`config.mk`:
```
export PLATFORM = sky130hd
export DESIGN_NAME = seg_scan_driver
export DESIGN_NICKNAME = d
export VERILOG_FILES = /design/src/rtl/seg_pkg.sv /design/src/rtl/seg_decode.sv /design/src/rtl/seg_scan_driver.sv
export SDC_FILE = /design/constraint.sdc
export NUM_CORES = 1
export LEC_CHECK = 0
export ABC_AREA = 1
export CORE_MARGIN = 4
export CORE_UTILIZATION = 57
export CTS_CLUSTER_SIZE = 24
export DETAILED_ROUTE_END_ITERATION = 10
export PLACE_DENSITY = 0.8
export SLEW_MARGIN = 10
export SYNTH_ARGS = -nofsm -noshare
export SYNTH_HDL_FRONTEND = slang
export SYNTH_SLANG_ARGS = --single-unit
```
`constraint.sdc`:
```
create_clock -name clk_M -period 2.5 [get_ports clk_M]
set_clock_uncertainty 0.05 [all_clocks]
set_input_delay 0.5 -clock clk_M [delete_from_list [all_inputs] [get_ports clk_M]]
set_output_delay 0.5 -clock clk_M [all_outputs]
set_load 0.1 [all_outputs]
```
`src/rtl/seg_pkg.sv`:
```
// +----------------------------------------------------------------------------
// | seg_pkg : shared FSM encoding and active-low segment patterns
// | Rev 1.0
// +----------------------------------------------------------------------------
`default_nettype none

package seg_pkg;

  typedef enum logic [1:0] {
    ST_OFF   = 2'd0,
    ST_BLANK = 2'd1,
    ST_DRIVE = 2'd2
  } state_e;

  localparam logic [7:0] c_all_off = 8'hFF;

  // Patterns are {g,f,e,d,c,b,a}, active-low.
  localparam logic [6:0] c_seg_0     = 7'h40;
  localparam logic [6:0] c_seg_1     = 7'h79;
  localparam logic [6:0] c_seg_2     = 7'h24;
  localparam logic [6:0] c_seg_3     = 7'h30;
  localparam logic [6:0] c_seg_4     = 7'h19;
  localparam logic [6:0] c_seg_5     = 7'h12;
  localparam logic [6:0] c_seg_6     = 7'h02;
  localparam logic [6:0] c_seg_7     = 7'h78;
  localparam logic [6:0] c_seg_8     = 7'h00;
  localparam logic [6:0] c_seg_9     = 7'h10;
  localparam logic [6:0] c_seg_dash  = 7'h3F;
  localparam logic [6:0] c_seg_blank = 7'h7F;

  function automatic logic [7:0] digit_an(input logic [2:0] idx);
    return ~(8'b1 << idx);
  endfunction

endpackage

`default_nettype wire

```
`src/rtl/seg_decode.sv`:
```
// +----------------------------------------------------------------------------
// | seg_decode : 4-bit code to active-low 7-segment pattern (combinational)
// | Rev 1.0
// +----------------------------------------------------------------------------
`default_nettype none

module seg_decode
  import seg_pkg::*;
(
  input  logic [3:0] code_i,
  output logic [6:0] seg_n_o
);

  always_comb begin
    seg_n_o = c_seg_blank;
    case (code_i)
      4'd0:    seg_n_o = c_seg_0;
      4'd1:    seg_n_o = c_seg_1;
      4'd2:    seg_n_o = c_seg_2;
      4'd3:    seg_n_o = c_seg_3;
      4'd4:    seg_n_o = c_seg_4;
      4'd5:    seg_n_o = c_seg_5;
      4'd6:    seg_n_o = c_seg_6;
      4'd7:    seg_n_o = c_seg_7;
      4'd8:    seg_n_o = c_seg_8;
      4'd9:    seg_n_o = c_seg_9;
      4'hA:    seg_n_o = c_seg_dash;
      default: seg_n_o = c_seg_blank;
    endcase
  end

endmodule

`default_nettype wire

```
`src/rtl/seg_scan_driver.sv`:
```
// +----------------------------------------------------------------------------
// | seg_scan_driver : 8-digit multiplexed 7-segment driver with dead-time
// | Rev 1.0
// +----------------------------------------------------------------------------
`default_nettype none

module seg_scan_driver
  import seg_pkg::*;
#(
  parameter int unsigned BLANK_CYC   = 500,
  parameter bit          LZ_SUPPRESS = 1'b1
) (
  input  logic        clk_M,
  input  logic        rst_n,
  input  logic [2:0]  Bit_Sel,
  input  logic [31:0] digit_data,
  input  logic [2:0]  dp_pos,
  input  logic        load,
  output logic [7:0]  an,
  output logic [7:0]  seg,
  output logic        frame_done
);

  localparam logic [15:0] c_blank_last = 16'(BLANK_CYC - 1);

  state_e      state_q;
  logic [15:0] cnt_q;
  logic [2:0]  sel_q;
  logic [31:0] shadow_q, shadow_d;
  logic [31:0] disp_q, disp_d;
  logic [2:0]  shadow_dp_q, shadow_dp_d;
  logic [2:0]  disp_dp_q, disp_dp_d;
  logic [7:0]  an_q, seg_q;
  logic        frame_q;

  logic        sel_change;
  logic        boundary;
  logic [7:0]  lead_zero;
  logic [3:0]  cur_code;
  logic        suppress;
  logic [6:0]  dec_seg;
  logic [7:0]  drive_an;
  logic [7:0]  drive_seg;

  assign sel_change = (Bit_Sel != sel_q);
  assign boundary   = (sel_q == 3'd7) && (Bit_Sel == 3'd0);

  // A load coincident with the boundary bypasses the shadow straight to display.
  always_comb begin
    shadow_d    = load ? digit_data : shadow_q;
    shadow_dp_d = load ? dp_pos : shadow_dp_q;
    disp_d      = disp_q;
    disp_dp_d   = disp_dp_q;
    if (boundary) begin
      disp_d    = load ? digit_data : shadow_q;
      disp_dp_d = load ? dp_pos : shadow_dp_q;
    end
  end

  always_comb begin
    lead_zero    = '0;
    lead_zero[7] = (disp_q[31:28] == 4'd0);
    for (int i = 6; i >= 1; i--) begin
      lead_zero[i] = lead_zero[i+1] && (disp_q[i*4 +: 4] == 4'd0);
    end
  end

  assign cur_code  = disp_q[{sel_q, 2'b00} +: 4];
  assign suppress  = LZ_SUPPRESS && lead_zero[sel_q];
  assign drive_an  = digit_an(sel_q);
  assign drive_seg = {(sel_q != disp_dp_q), dec_seg};

  seg_decode u_decode (
    .code_i  (suppress ? 4'hF : cur_code),
    .seg_n_o (dec_seg)
  );

  always_ff @(posedge clk_M or negedge rst_n) begin
    if (!rst_n) begin
      sel_q       <= 3'd0;
      shadow_q    <= '0;
      disp_q      <= '0;
      shadow_dp_q <= 3'd0;
      disp_dp_q   <= 3'd0;
      frame_q     <= 1'b0;
    end else begin
      sel_q       <= Bit_Sel;
      shadow_q    <= shadow_d;
      disp_q      <= disp_d;
      shadow_dp_q <= shadow_dp_d;
      disp_dp_q   <= disp_dp_d;
      frame_q     <= boundary;
    end
  end

  // Outputs are registered alongside the state so DRIVE data lands one
  // cycle after the counter expires.
  always_ff @(posedge clk_M or negedge rst_n) begin
    if (!rst_n) begin
      state_q <= ST_OFF;
      cnt_q   <= 16'd0;
      an_q    <= c_all_off;
      seg_q   <= c_all_off;
    end else begin
      case (state_q)
        ST_OFF: begin
          if (sel_change) begin
            state_q <= ST_BLANK;
            cnt_q   <= 16'd0;
          end
        end
        ST_BLANK: begin
          if (sel_change) begin
            cnt_q <= 16'd0;
          end else if (cnt_q == c_blank_last) begin
            state_q <= ST_DRIVE;
            an_q    <= drive_an;
            seg_q   <= drive_seg;
          end else begin
            cnt_q <= cnt_q + 16'd1;
          end
        end
        ST_DRIVE: begin
          if (sel_change) begin
            state_q <= ST_BLANK;
            cnt_q   <= 16'd0;
            an_q    <= c_all_off;
            seg_q   <= c_all_off;
          end else begin
            an_q  <= drive_an;
            seg_q <= drive_seg;
          end
        end
        default: begin
          state_q <= ST_OFF;
          an_q    <= c_all_off;
          seg_q   <= c_all_off;
        end
      endcase
    end
  end

  assign an         = an_q;
  assign seg        = seg_q;
  assign frame_done = frame_q;

endmodule

`default_nettype wire

```
==> results.sh <==
export IMPL_multiInputGateArea_um2=2360
export IMPL_critPathBufInv=2
export IMPL_ys_seq_elements=108
export IMPL_slew_headroom=0.667
export IMPL_port_buffers=57
export IMPL_grt_ovfl_total=0
export IMPL_crit_path_max_incr_delay_ns=0.51
export IMPL_cts_htree_levels=3
export IMPL_synth_mux_area_frac=0.110
export IMPL_r2r_start="sel_q[0]$_DFF_PN0_"
export IMPL_setup_violations=0
export IMPL_power_frac_seq=0.403
export IMPL_end_kind="flop"
export IMPL_tritoncts="done"
export IMPL_rsz0062_at_grt="false"
export IMPL_r2r_setup_slack_ns=0.20
export IMPL_swShare=0.422
export IMPL_synth_xor_area_frac=0.0170
export IMPL_ys_warn_count=0
export IMPL_p_int_mw=3.35
export IMPL_critPathLaunchType="flop"
export IMPL_postSynthAreaPerCell_um2=9.51
export IMPL_dieArea_um2=11200
export IMPL_hold_viol_final=0
export IMPL_critPathSlowestCell="dfrtp_1"
export IMPL_cts_resized=0
export IMPL_path_clk_slew_ns=0.10
export IMPL_antenna_found_initial=0
export IMPL_start_util=0.587
export IMPL_yosys_cell_types_count=42
export IMPL_area_delta_synth_final_pct=16.9
export IMPL_wirelength_um=11900
export IMPL_cts_buffers=9
export IMPL_fillers=773
export IMPL_path_depth=13
export IMPL_placementRows=35
export IMPL_critical_path_top_delay_family="simple AND/OR/NAND/NOR gates"
export IMPL_insertion_delay_ns=0.37
export IMPL_yosys_top_cells_area="dfrtp_1 (42%), mux2_2 (11%), dfstp_2 (7.7%)"
export IMPL_cts_max_path_buffers=2
export IMPL_dp_hpwl_um=8740
export IMPL_synth_top_family_by_area="simple AND/OR/NAND/NOR gates"
export IMPL_worstPathRequired_ns=2.75
export IMPL_crit_path_start="sel_q[0]$_DFF_PN0_"
export IMPL_cts_setup_buffers=0
export IMPL_grt_use_total=0.227
export IMPL_synth_seq_area_share=0.500
export IMPL_pin_count=58
export IMPL_synth_area_um2=5450
export IMPL_maxCapViolations=0
export IMPL_drc_errors=0
export IMPL_dp_cells=758
export IMPL_drtIter0Drc=265
export IMPL_finalSetupTns_ns=0
export IMPL_synth_top_cell_by_area="dfrtp_1"
export IMPL_fmax_mhz=435
export IMPL_nets=691
export IMPL_drv_slew=0
export IMPL_cp_arrival_ns=2.55
export IMPL_synth_edf_count=0
export IMPL_grt_max_degree=54
export IMPL_switching_power_mw=2.44
export IMPL_antenna_cells=0
export IMPL_r2r_end="seg[1]$_DFFE_PN1P_"
export IMPL_netlist_area_leader_share=0.423
export IMPL_synth_flop_cell="dfrtp_1"
export IMPL_rr_worst_depth=13
export IMPL_path_cells="buf_4, nand2_4, o21ai_0, a21oi_1, nand2_1, o21ai_0, nand2_1, inv_1, ha_1, nor2_1, nor2_1, nand3b_1, a21boi_1"
export IMPL_drtAntennaViolNets=0
export IMPL_routed_via_density=5.38
export IMPL_synth_simple_area_share=0.198
export IMPL_outcome="complete, no violations"
export IMPL_power_total_mw=5.79
export IMPL_comb_power_share=0.409
export IMPL_drt_pass1_iterations=5
export IMPL_yosysMostFrequentCell="nand2_1"
export IMPL_period_needed_ns=2.30
export IMPL_synth_compound_area_frac=0.0834
export IMPL_synth_nets=624
export IMPL_instances_no_fill=774
export IMPL_yosys_area_share_adder=0.0230
export IMPL_cts_sinks=108
export IMPL_wl_per_cell_um=15.4
export IMPL_ir_drop_mv=0.953
export IMPL_critical_path_class="flop to flop"
export IMPL_cp_max_fo=7
export IMPL_synthTopCellsByCount="nand2_1 (109), dfrtp_1 (92), mux2_2 (53), nor2_1 (52), inv_1 (51)"
export IMPL_fin_util=0.686
export IMPL_p_per_area_nw_per_um2=910
export IMPL_hold_buffers=0
export IMPL_synthArstFlopShare=1.00
export IMPL_fp_coreArea_um2=9280
export IMPL_seq_area_um2=2730
export IMPL_place_gp_congestion=0.907
export IMPL_p_leak_nw=2.86
export IMPL_finalCritPeriodShare=0.920
export IMPL_worst_hold_path_type="input pin to async pin"
export IMPL_clkPwrFrac=0.187
export IMPL_grt_pass1_vias=4153
export IMPL_grt_pass1_wl_um=20700
export IMPL_critPathCapture="seg[1]$_DFFE_PN1P_"
export IMPL_chipHeight_um=106
export IMPL_syn_instance_count=573
export IMPL_cts_root_buffer="clkbuf_8"
export IMPL_drive_gt1_frac=0.242
export IMPL_chipWidth_um=106
export IMPL_worst_slew_pin_slew_ns=0.499
export IMPL_dr_total_vias=4165
## power groups by stage
stage / logic [mW] / registers (mW) / clock network [mW]
after floorplan: 1.10 / 3.05 / 0
after global placement: 2.31 / 2.36 / 0
after detailed placement: 2.36 / 2.36 / 0
after CTS: 2.37 / 2.34 / 1.11
after global routing: 2.57 / 2.38 / 1.19
final: 2.37 / 2.34 / 1.09
## cells by family (layout without fill, tap and decap cells)
group,count (synthesis),count (layout)
buffers and inverters,78,150
DFF,108,108
muxes,53,53
xor gates and xnor gates,8,8
AOI/OAI and AO/OA,81,81
and+or+nand+nor,235,235
adders and majority gates,10,10
## metal layers
metal	up-vias	GRT usage	routed length, um
met5	-	0	0
met4	0	0.0527	139
met3	17	0.0435	593
met2	118	0.358	5650
met1	2008	0.328	5560
li1	2022	-	-
## layout by cell type (no fill, tap or decap), types with 3 or more instances in the layout
cell | Yosys | layout
inv_2 | 5 | 5
nand3_2 | 3 | 3
nand2_2 | 4 | 4
inv_1 | 51 | 51
nor2_1 | 52 | 51
dfrtp_1 | 92 | 90
nand3_1 | 26 | 26
xnor2_2 | 3 | 3
o21ai_1 | 17 | 17
nand4_1 | 16 | 16
buf_12 | 0 | 3
ha_1 | 10 | 10
xor2_1 | 3 | 3
nor2_2 | 2 | 3
mux2_2 | 53 | 53
or2_2 | 7 | 7
o21ai_0 | 30 | 30
buf_4 | 2 | 33
clkdlybuf4s50_1 | 0 | 39
o21a_1 | 4 | 4
nand2_1 | 109 | 109
a21boi_1 | 4 | 4
a21oi_1 | 15 | 15
nor2_4 | 4 | 4
clkbuf_8 | 0 | 9
dfstp_2 | 16 | 16
nor3_1 | 6 | 6
## layout make-up
type / instances / area share
Inverter: 59 / 0.0356
Sequential cell: 108 / 0.428
Tap cell: 129 / 0.0253
Clock buffer: 11 / 0.0206
Clock inverter: 5 / 0.0106
Timing Repair Buffer: 75 / 0.110
Multi-Input combinational cell: 387 / 0.370
## worst min-delay path by stage
stage,end,slack [ns],depth (start not counted)
floorplan,cnt_q[0]$_DFFE_PN0P_,0.15,0
global placement,cnt_q[3]$_DFFE_PN0P_,0.43,1
detailed placement,shadow_q[16]$_DFF_PN0_,0.43,1
CTS,shadow_q[6]$_DFF_PN0_,0.05,1
global route,shadow_q[18]$_DFF_PN0_,0.06,1
finish,shadow_q[18]$_DFF_PN0_,0.03,1
## sequential cells by signal, indices dropped and copies added (netlist names)
register	flops
seg	8
sel_q	3
disp_dp_q	3
shadow_q	32
shadow_dp_q	3
disp_q	32
cnt_q	16
frame_done	1
state_q	2
an	8
## per-stage QoR
| stage | instance area (um^2) | worst slack [ns] | hold WS [ns] |
|---|---|---|---|
| after floorplan | 5450 | 0.432 | 0.154 |
| after global placement | 6160 | -0.0286 | 0.426 |
| after detailed placement | 6160 | -0.0417 | 0.434 |
| after CTS | 6360 | 0.150 | 0.0510 |
| after global routing | 6370 | 0.00953 | 0.0588 |
| final | 6370 | 0.201 | 0.0340 |
Note: power is estimated with default switching activity, not from simulation.
